`config.mk`:
```
export PLATFORM = sky130hd
export DESIGN_NAME = tema_result_fifo
export DESIGN_NICKNAME = d
export VERILOG_FILES = /design/src/rtl/tema_result_fifo.sv
export SDC_FILE = /design/constraint.sdc
export NUM_CORES = 1
export LEC_CHECK = 0
export CORE_MARGIN = 3
export CORE_UTILIZATION = 46
export CTS_BUF_LIST = sky130_fd_sc_hd__clkbuf_4 sky130_fd_sc_hd__clkbuf_8
export DETAILED_ROUTE_END_ITERATION = 8
export HOLD_SLACK_MARGIN = 0.06
export MAX_ROUTING_LAYER = met4
export PLACE_DENSITY = 0.69
export SKIP_LAST_GASP = 1
export SLEW_MARGIN = 20
export SYNTH_ARGS = -nofsm -noshare
export SYNTH_HDL_FRONTEND = slang
export SYNTH_SLANG_ARGS = --single-unit
```
`constraint.sdc`:
```
create_clock -name clk -period 2.6 [get_ports clk]
set_input_delay 0.78 -clock clk [delete_from_list [all_inputs] [get_ports clk]]
set_output_delay 0.78 -clock clk [all_outputs]
set_load 0.005 [all_outputs]
```
`src/rtl/tema_result_fifo.sv`:
```
`default_nettype none
// ============================================================================
// Module   : tema_result_fifo
// Brief    : Capture FIFO for the 3-bit datapath results (word + carry).
//            Valid/ready readout, registered head, no fall-through. Words
//            arriving while full are discarded and flagged by a sticky drop.
//            Optional carry_cnt output enabled by macro TEMA_FIFO_CARRY_CNT_EN.
// Revision : 1.0 - initial release
// ============================================================================
module tema_result_fifo #(
  parameter int WIDTH  = 3,
  parameter int DEPTH  = 4,
  parameter int ADDR_W = 2
) (
  input  logic              clk,
  input  logic              rst,
  input  logic              clr,
  input  logic              in_valid,
  input  logic [WIDTH-1:0]  in_data,
  input  logic              in_carry,
  output logic              in_ready,
  output logic              out_valid,
  input  logic              out_ready,
  output logic [WIDTH-1:0]  out_data,
  output logic              out_carry,
  output logic [ADDR_W:0]   count,
  output logic              drop
`ifdef TEMA_FIFO_CARRY_CNT_EN
  ,
  output logic [7:0]        carry_cnt
`endif
);

  localparam logic [ADDR_W:0] FULL_CNT = (ADDR_W+1)'(DEPTH);
  localparam logic [ADDR_W:0] ONE_CNT  = (ADDR_W+1)'(1);
  localparam logic [ADDR_W-1:0] ONE_PTR = ADDR_W'(1);

  logic [WIDTH-1:0]  data_mem  [DEPTH];
  logic              carry_mem [DEPTH];
  logic [ADDR_W-1:0] rd_ptr;
  logic [ADDR_W-1:0] wr_ptr;
  logic              full;
  logic              empty;
  logic              push;
  logic              pop;

  // Status flags come only from the registered occupancy, so they are glitch-free
  // and a same-cycle pop never opens the door for a push while full.
  assign full      = (count == FULL_CNT);
  assign empty     = (count == '0);
  assign in_ready  = ~full;
  assign out_valid = ~empty;
  assign push      = in_valid & ~full;
  assign pop       = out_ready & ~empty;

  assign out_data  = data_mem[rd_ptr];
  assign out_carry = carry_mem[rd_ptr];

  // Storage write; cleared only by reset, a flush leaves contents stale.
  always_ff @(posedge clk or posedge rst) begin
    if (rst) begin
      for (int i = 0; i < DEPTH; i++) begin
        data_mem[i]  <= '0;
        carry_mem[i] <= 1'b0;
      end
    end else if (!clr && push) begin
      data_mem[wr_ptr]  <= in_data;
      carry_mem[wr_ptr] <= in_carry;
    end
  end

  // Pointers and occupancy; flush overrides any transfer in the same cycle.
  always_ff @(posedge clk or posedge rst) begin
    if (rst) begin
      rd_ptr <= '0;
      wr_ptr <= '0;
      count  <= '0;
    end else if (clr) begin
      rd_ptr <= '0;
      wr_ptr <= '0;
      count  <= '0;
    end else begin
      if (push) wr_ptr <= wr_ptr + ONE_PTR;
      if (pop)  rd_ptr <= rd_ptr + ONE_PTR;
      if (push && !pop)      count <= count + ONE_CNT;
      else if (pop && !push) count <= count - ONE_CNT;
    end
  end

  // Sticky loss flag: any word offered while full is discarded and remembered.
  always_ff @(posedge clk or posedge rst) begin
    if (rst)                  drop <= 1'b0;
    else if (clr)             drop <= 1'b0;
    else if (in_valid && full) drop <= 1'b1;
  end

`ifdef TEMA_FIFO_CARRY_CNT_EN
  // Saturating count of accepted words that carried a carry bit.
  always_ff @(posedge clk or posedge rst) begin
    if (rst)                                         carry_cnt <= '0;
    else if (clr)                                    carry_cnt <= '0;
    else if (push && in_carry && carry_cnt != 8'hFF) carry_cnt <= carry_cnt + 8'd1;
  end
`endif

endmodule
`default_nettype wire

```
# == After elaboration in Yosys (flattened, before gate mapping) ==
# Index checks and enable logic that the tools add are counted.
# totals
regBits,24
inputBits,9
# classes
n_addsub,4
mux,21
magnitude_cmp,3
n_reduce_logical,13
bitwise_logic,6
n_eq_ne,1
# ops
op,count
3-bit 2-to-1 mux,6
12-bit bitwise mux,1
2-bit 2-to-1 mux,4
3-bit binary-select mux with 2-bit select,1
3-bit demux with 2-bit select,1
3-bit >= comparator (second input constant),2
2-bit inverter with 3-bit output,2
2-bit nonzero test,3
1-bit logical AND,5
1-bit 2-to-1 mux,5
2-bit by 1-bit adder with 2-bit output (second input constant),2
4-bit bitwise mux,1
3-bit by 1-bit adder with 3-bit output (second input constant),1
3-bit == test (second input constant),1
1-bit zero test,3
3-bit zero test,1
3-bit by 1-bit < comparator with 1-bit output (second input constant),1
3-bit nonzero test,1
3-bit by 1-bit subtractor with 3-bit output (second input constant),1
1-bit AND,2
1-bit binary-select mux with 2-bit select,1
1-bit demux with 2-bit select,1
1-bit inverter,2

# == Depth between registers and ports, before layout ==
# Gate-level depths: netlist (run 1).
# depth
ltp_word,8
depth_mapped,8
mapped_depth_nobuf,7

# == Worst setup path after synthesis (run 1) ==
# No wires, ideal clock.
# synth_path
path_kind,input to register
from,in out_ready
to,reg count[2]
path_buffers,1
stages,7
required_ns,2.506
t_arrival_ns,2.168
slack_ns,0.338
path_cell_list,buf_4 > o21ai_0 > and3_1 > fa_1 > and3b_1 > a21o_2 > a211oi_1
# synth_via
elab_chain_len,5
# synth_lines
item,line,text
from (decl),23,"input logic out_ready,"
1-bit AND (*),54,assign pop = out_ready & ~empty;
1-bit zero test,85,if (push && !pop) count <= count + ONE_CNT;
1-bit logical AND,85,
3-bit 2-to-1 mux,85,
3-bit 2-to-1 mux,78,end else if (clr) begin
to (signal assigned),85,
to (signal assigned),86,else if (pop && !push) count <= count - ONE_CNT;
to (decl),26,"output logic [ADDR_W:0] count,"
# Mark *: on every way between the ends. The rest lies on a longest branch, timed or not.
# A chain may end at the register's enable or synchronous reset.

# == Worst setup path after layout (run 1) ==
# layout_path
from,reg count[2]
to,out out_valid
# layout_via
elab_chain_len,2
# layout_lines
item,line,text
3-bit zero test,50,assign empty = (count == '0);
1-bit inverter,52,assign out_valid = ~empty;
to (decl),22,"output logic out_valid,"
# Every way passes these cells.

==> results of run 1 <==
==> path summary, 6_finish.rpt <==
kind / startpoint / endpoint / slack [ns] / depth (start not counted)
max reg2reg: count[1] / count[2] / 0.39 / 7
min: carry_mem[1] / carry_mem[1] / 0.51 / 1
max: count[2] / out_valid / 0.09 / 2
max in group asynchronous: rst / count[1] / 1.54 / 3
min in group asynchronous: rst / data_mem[2] / 0.80 / 3
min reg2reg: carry_mem[1] / carry_mem[1] / 0.51 / 1
==> flip-flops by register name (all words and copies together), names as in the netlist <==
signal and count:
count 3, drop 1, wr_ptr 2, data_mem 12, carry_mem 4, rd_ptr 2
==> Yosys cell counts, drive strengths merged <==
cell / n / share of area, %
o21a: 1 / 0.57
and3: 1 / 0.47
inv: 8 / 2.5
a31o: 1 / 0.66
nor3b: 1 / 1.4
a221oi: 1 / 1.1
clkbuf: 2 / 0.57
nand3: 6 / 5.5
mux2: 18 / 15
dfrtp: 24 / 45
xor2: 2 / 1.3
a21o: 1 / 0.66
a21oi: 3 / 1.1
a211oi: 1 / 0.57
and2b: 1 / 0.66
o31ai: 1 / 0.57
ha: 4 / 3.8
and3b: 1 / 0.66
buf: 3 / 2.0
o311ai: 1 / 0.66
mux4: 4 / 6.8
fa: 1 / 1.5
o21ai: 3 / 1.1
a311oi: 1 / 0.66
mux2i: 1 / 0.76
or3: 1 / 0.57
nor2: 10 / 2.8
==> kinds of logic after synthesis <==
group                      Yosys count  synth area share [%]
muxes                               23                  22.9
xor gates and xnor gates             2                  1.33
and+or+nand+nor                     21                  12.1
adders and majority gates            5                  5.31
AOI/OAI and AO/OA                   14                  7.77
buffers and inverters               13                  5.02
DFF                                 24                  45.5
==> worst max-delay path, delay by kind of cell (launching register included) <==
| family | cells | cell delay, ns |
|---|---|---|
| simple gates | 1 | 0.49 |
| flops | 1 | 0.49 |
| buf+inv | 1 | 0.46 |
==> through the flow <==
step / cell area [um2] / setup slack, ns
after floorplan: 1320 / 0.338
after global placement: 1540 / 0.00622
after detailed placement: 1540 / -0.0537
after CTS: 1570 / 0.00424
after global routing: 1600 / 0.0103
final: 1600 / 0.0878
==> cell type report <==
class / instances / area, um2 / share of cell area, %
Multi-Input combinational cell: 65 / 653 / 40.9
Sequential cell: 24 / 607 / 38.0
Timing Repair Buffer: 26 / 243 / 15.2
Tap cell: 30 / 37.5 / 2.35
Inverter: 8 / 32.5 / 2.04
Clock buffer: 3 / 22.5 / 1.41
==> layer usage <==
metal  wire [um]  up-vias  part of all wire, %
met5           0        -                    0
met3          69        6                  2.9
met1        1050      438                   44
met2        1260       17                   52
li1            -      411                    -
met4          39        0                  1.6
==> repair_timing <==
action / CTS / global route
resized for setup: 1 / 5
setup buffers: 0 / 3
setup endpoints to repair: 3 / 6
==> power by group <==
group	switching (W)	internal [W]	leakage [nW]
Sequential	0.000117	0.000507	0.301
Clock	0.000104	0.0000540	0.0138
Combinational	0.000233	0.000423	0.385
==> reports/metrics.yaml, run 1 <==
yosys:
  ys_ff_latch: 24
  syn_area_um2: 1320
  syn_inst: 102
  avgSynthCellArea_um2: 12.9
  yosysWarnings: 0
  synth_nets: 116
  ys_seq_area_share_pct: 45.5
  ys_types: 31
final_layout:
  fin_cells: 156
  final_nets: 142
  area.growth.synth_to_final_pct: 20.9
  insertedDiodeCount: 0
  final_common_cell: "dfrtp_1"
  final_cell_mix: "dfrtp_1 (19), mux2_2 (18), clkdlybuf4s50_1 (17)"
  n_fill_cell: 218
  drive_gt1_share_pct: 38.9
  fin_util_pct: 61.6
power_and_ir_drop:
  powerDensity_nw_per_um2: 901
  ir_worst_vdd_uv: 598
  p_leak_nw: 0.700
  p_total_w: 0.00144
worst_setup_path:
  critPathKind: "reg -> out"
  arrival_ns: 1.73
  slowest_delay_ns: 0.49
  start_kind: "flop"
  worstPathCellList: "or3_2 -> clkdlybuf4s50_1"
  path_max_fanout: 8
  cpMaxStageDelayCell: "dfrtp_2"
  cp_data_required_time_ns: 1.82
  endpoint_kind: "primary output"
clocking:
  cts_hold_buffers: 0
  cts_sinks: 24
  cts_tree: "yes"
  cts_buffer_depth: 2
  clkTransAtPathRegs_ns: 0.12
  cts_root_buf: "clkbuf_4"
  numCtsBuffers: 3
  h-tree-depth: 1
  clk_latency_ns: 0.30
timing:
  maxSlewViolCount: 0
  hold_viol: 0
  max_freq_ghz: 0.398
  fin_worst_skew_ns: 0.000692
  rsz0062_at_grt: "false"
  hold_ws_ns: 0.515
  tns_ns: 0
  period_needed_ns: 2.51
  final-setup-viol-count: 0
  maxSlewHeadroom_pct: 74.6
  worstMarginPinSlew_ns: 0.377
  fin_crit_sh_pct: 96.6
grt:
  gr-usage-all-layers_pct: 16.4
  grt_overflow_total: 0
  grt.busiest_layer: "met2"
  antenna_found_initial: 0
  grt_pass1_vias: 914
  met1_usage_pct: 19.7
  grt_pass1_wl_um: 4170
  use_met3_pct: 2.83
  use_met2_pct: 27.0
  grt_max_degree: 25
floorplan:
  die-area_um2: 3550
  die_h_um: 59.6
  start_util_pct: 51.0
  fp.coreArea_um2: 2590
  fp.dieW_um: 59.6
  fp-row-count: 18
  io_pins: 19
run:
  max-cap-violations: 0
place:
  dp.cells: 150
  place_hpwl_um: 1810
  gp_congestion: 0.767
  port_buffers: 18
drt:
  via_per_inst: 5.59
  drt.antenna.violating_nets: 0
  routedWlPerCell_um: 15.5
  routed_wl_um: 2420
  vias: 872
  drc: 0
  drt_iter0_markers: 34
  drt-pass1-iter-count: 4
min_path:
  hold_class: "reg -> reg"
run_status:
  status: "completed"
(Power assumes the default switching activity.)
==> run 2, diff against run 1 <==
==> constraint.sdc (replaced) <==
create_clock -name clk -period 2.6 [get_ports clk]
set_input_delay 0.26 -clock clk [delete_from_list [all_inputs] [get_ports clk]]
set_output_delay 0.26 -clock clk [all_outputs]
set_load 0.005 [all_outputs]
==> run 2 against run 1 <==
Die area is the same. Non-clock buffer count shrank 5. Worst setup slack gained 0.18 ns. First-iteration DRC count shrank 47%. Sequential share of layout area is essentially flat. Worst hold slack lost 0.096 ns. Design area shrank 1.0%. Wire length shrank 0.25%. Sequential power shrank 0.6%. Via count shrank 3.7%.
==> reports/metrics.yaml, run 2 (synthesis results as in run 1) <==
run_status:
  status: "completed"  # unchanged
grt:
  grt_pass1_vias: 906  # was 914
  grt_pass1_wl_um: 4080  # was 4170 um
  grt_max_degree: 25  # unchanged
  antenna_found_initial: 0  # unchanged
  grt_overflow_total: 0  # unchanged
  gr-usage-all-layers_pct: 16.5  # was 16.4%
power_and_ir_drop:
  ir_worst_vdd_uv: 587  # was 598 uV
  p_leak_nw: 0.687  # was 0.700 nW
  powerDensity_nw_per_um2: 952  # was 901 nW/um2
timing:
  hold_ws_ns: 0.418  # was 0.515 ns
  fin_crit_sh_pct: 89.8  # was 96.6%
  tns_ns: 0  # unchanged
  max_freq_ghz: 0.428  # was 0.398 GHz
  maxSlewViolCount: 0  # unchanged
  rsz0062_at_grt: "false"  # unchanged
  maxSlewHeadroom_pct: 38.5  # was 74.6%
  worstMarginPinSlew_ns: 0.921  # was 0.377 ns
  final-setup-viol-count: 0  # unchanged
  hold_viol: 0  # unchanged
  period_needed_ns: 2.34  # was 2.51 ns
  fin_worst_skew_ns: 0.00265  # was 0.000692 ns
  layout_setup_ws_ns: 0.265  # was 0.0878 ns
worst_setup_path:
  critPathKind: "reg -> reg"  # was reg -> out
  endpoint_kind: "flop"  # was primary output
  arrival_ns: 2.57  # was 1.73 ns
  cp_data_required_time_ns: 2.83  # was 1.82 ns
  path_max_fanout: 10  # was 8
  start_kind: "flop"  # unchanged
final_layout:
  drive_gt1_share_pct: 32.8  # was 38.9%
  fin_area_um2: 1580  # was 1600 um2
  insertedDiodeCount: 0  # unchanged
  area.growth.synth_to_final_pct: 19.6  # was 20.9%
  n_fill_cell: 205  # was 218
  largest_reg_flops: 12  # unchanged
  final_common_cell: "dfrtp_1"  # unchanged
  top_regs: "data_mem x12, carry_mem x4, count x3"  # unchanged
  final_nets: 137  # was 142
  final_cell_mix: "dfrtp_1 (24), mux2_2 (18), clkdlybuf4s50_1 (18)"  # was dfrtp_1 (19), mux2_2 (18), clkdlybuf4s50_1 (17)
  fin_util_pct: 61.0  # was 61.6%
  largest_register: "data_mem"  # unchanged
min_path:
  hold_class: "in -> async"  # was reg -> reg
drt:
  drt.antenna.violating_nets: 0  # unchanged
  drt-pass1-iter-count: 3  # was 4
  routed_wl_um: 2410  # was 2420 um
  vias: 840  # was 872
  drc: 0  # unchanged
  routed.top_layer: "met4"  # unchanged
  drt_iter0_markers: 18  # was 34
  routedWlPerCell_um: 15.9  # was 15.5 um
  via_per_inst: 5.53  # was 5.59
  drt-met1-wl_um: 1050  # about the same
  wl_met2_um: 1230  # was 1260 um
  wl_met3_um: 79  # was 69 um
place:
  place_hpwl_um: 1790  # was 1810 um
  gp_congestion: 0.716  # was 0.767
  dpl_worst_slack_ns: 0.293  # was -0.0537 ns
  placed_area_um2: 1530  # was 1540 um2
  port_buffers: 18  # unchanged
floorplan:
  start_util_pct: 51.0  # unchanged
  fp.coreArea_um2: 2590  # unchanged
  die_h_um: 59.6  # unchanged
  die-area_um2: 3550  # unchanged
  fp-row-count: 18  # unchanged
  fp.dieW_um: 59.6  # unchanged
  io_pins: 19  # unchanged
clocking:
  cts_buffer_depth: 2  # unchanged
  cts_hold_buffers: 0  # unchanged
  cts_root_buf: "clkbuf_4"  # unchanged
  clk_latency_ns: 0.33  # was 0.30 ns
  post_cts_buffers: 0  # unchanged
  numCtsBuffers: 3  # unchanged
  postCtsResizedCells: 0  # was 1
  h-tree-depth: 1  # unchanged
  cts_sinks: 24  # unchanged
  clkTransAtPathRegs_ns: 0.13  # was 0.12 ns
  cts_tree: "yes"  # unchanged
run:
  max-cap-violations: 0  # unchanged
-- run 2: cell count changes in the layout (fill, tap and decap cells not counted), sizes merged --
cell / change
buf: -5
clkdlybuf4s50: +1
dlymetal6s2s: -1
bufinv: +1
-- run 2: layout make-up --
class	instances	area [um2]	share of cell area (%)
multi-input combinational	65	653	41.4
sequential	24	601	38.0
timing repair buffer	21	203	12.8
tap	30	37.5	2.38
inverter	8	32.5	2.06
clock inverter	1	30.0	1.90
clock buffer	3	22.5	1.43
-- run 2: path summary, 6_finish.rpt --
path                                  start  cells past startpoint  slack, ns          end
worst max register to register     count[0]                      7       0.26     count[2]
worst max-delay path               count[0]                      7       0.26     count[2]
min in group clk                data_mem[5]                      1       0.52  data_mem[5]
max in group asynchronous               rst                      2       1.62  data_mem[6]
worst min-delay path                    rst                      2       0.42  data_mem[5]
worst min register to register  data_mem[5]                      1       0.52  data_mem[5]
-- run 2: worst max-delay path, cell delays in order, from the launching register on --
cell and delay [ns]:
dfrtp_1 0.53, nor3b_4 0.32, inv_4 0.12, and3_1 0.20
fa_1 0.41, and3b_1 0.22, a21o_2 0.18, a211oi_1 0.26
-- run 2: metal layers --
layer | track usage [%] | up-vias
met5 | - | -
met4 | 7.59 | 0
met3 | 2.61 | 5
met2 | 28.7 | 16
met1 | 18.4 | 413
li1 | - | 406
-- run 2: per-stage QoR --
stage                     std cells  total power, W
final                           152         0.00150
after global routing            152         0.00161
after CTS                       152         0.00152
after detailed placement        148         0.00125
after global placement          148         0.00122
after floorplan                 102         0.00100
-- run 2: power by group --
group	total (W)	leakage, nW	internal, W	switching (W)
clock	0.000274	0.0279	0.000156	0.000118
combinational	0.000609	0.350	0.000393	0.000216
sequential	0.000620	0.308	0.000501	0.000119
total	0.00150	0.687	0.00105	0.000454
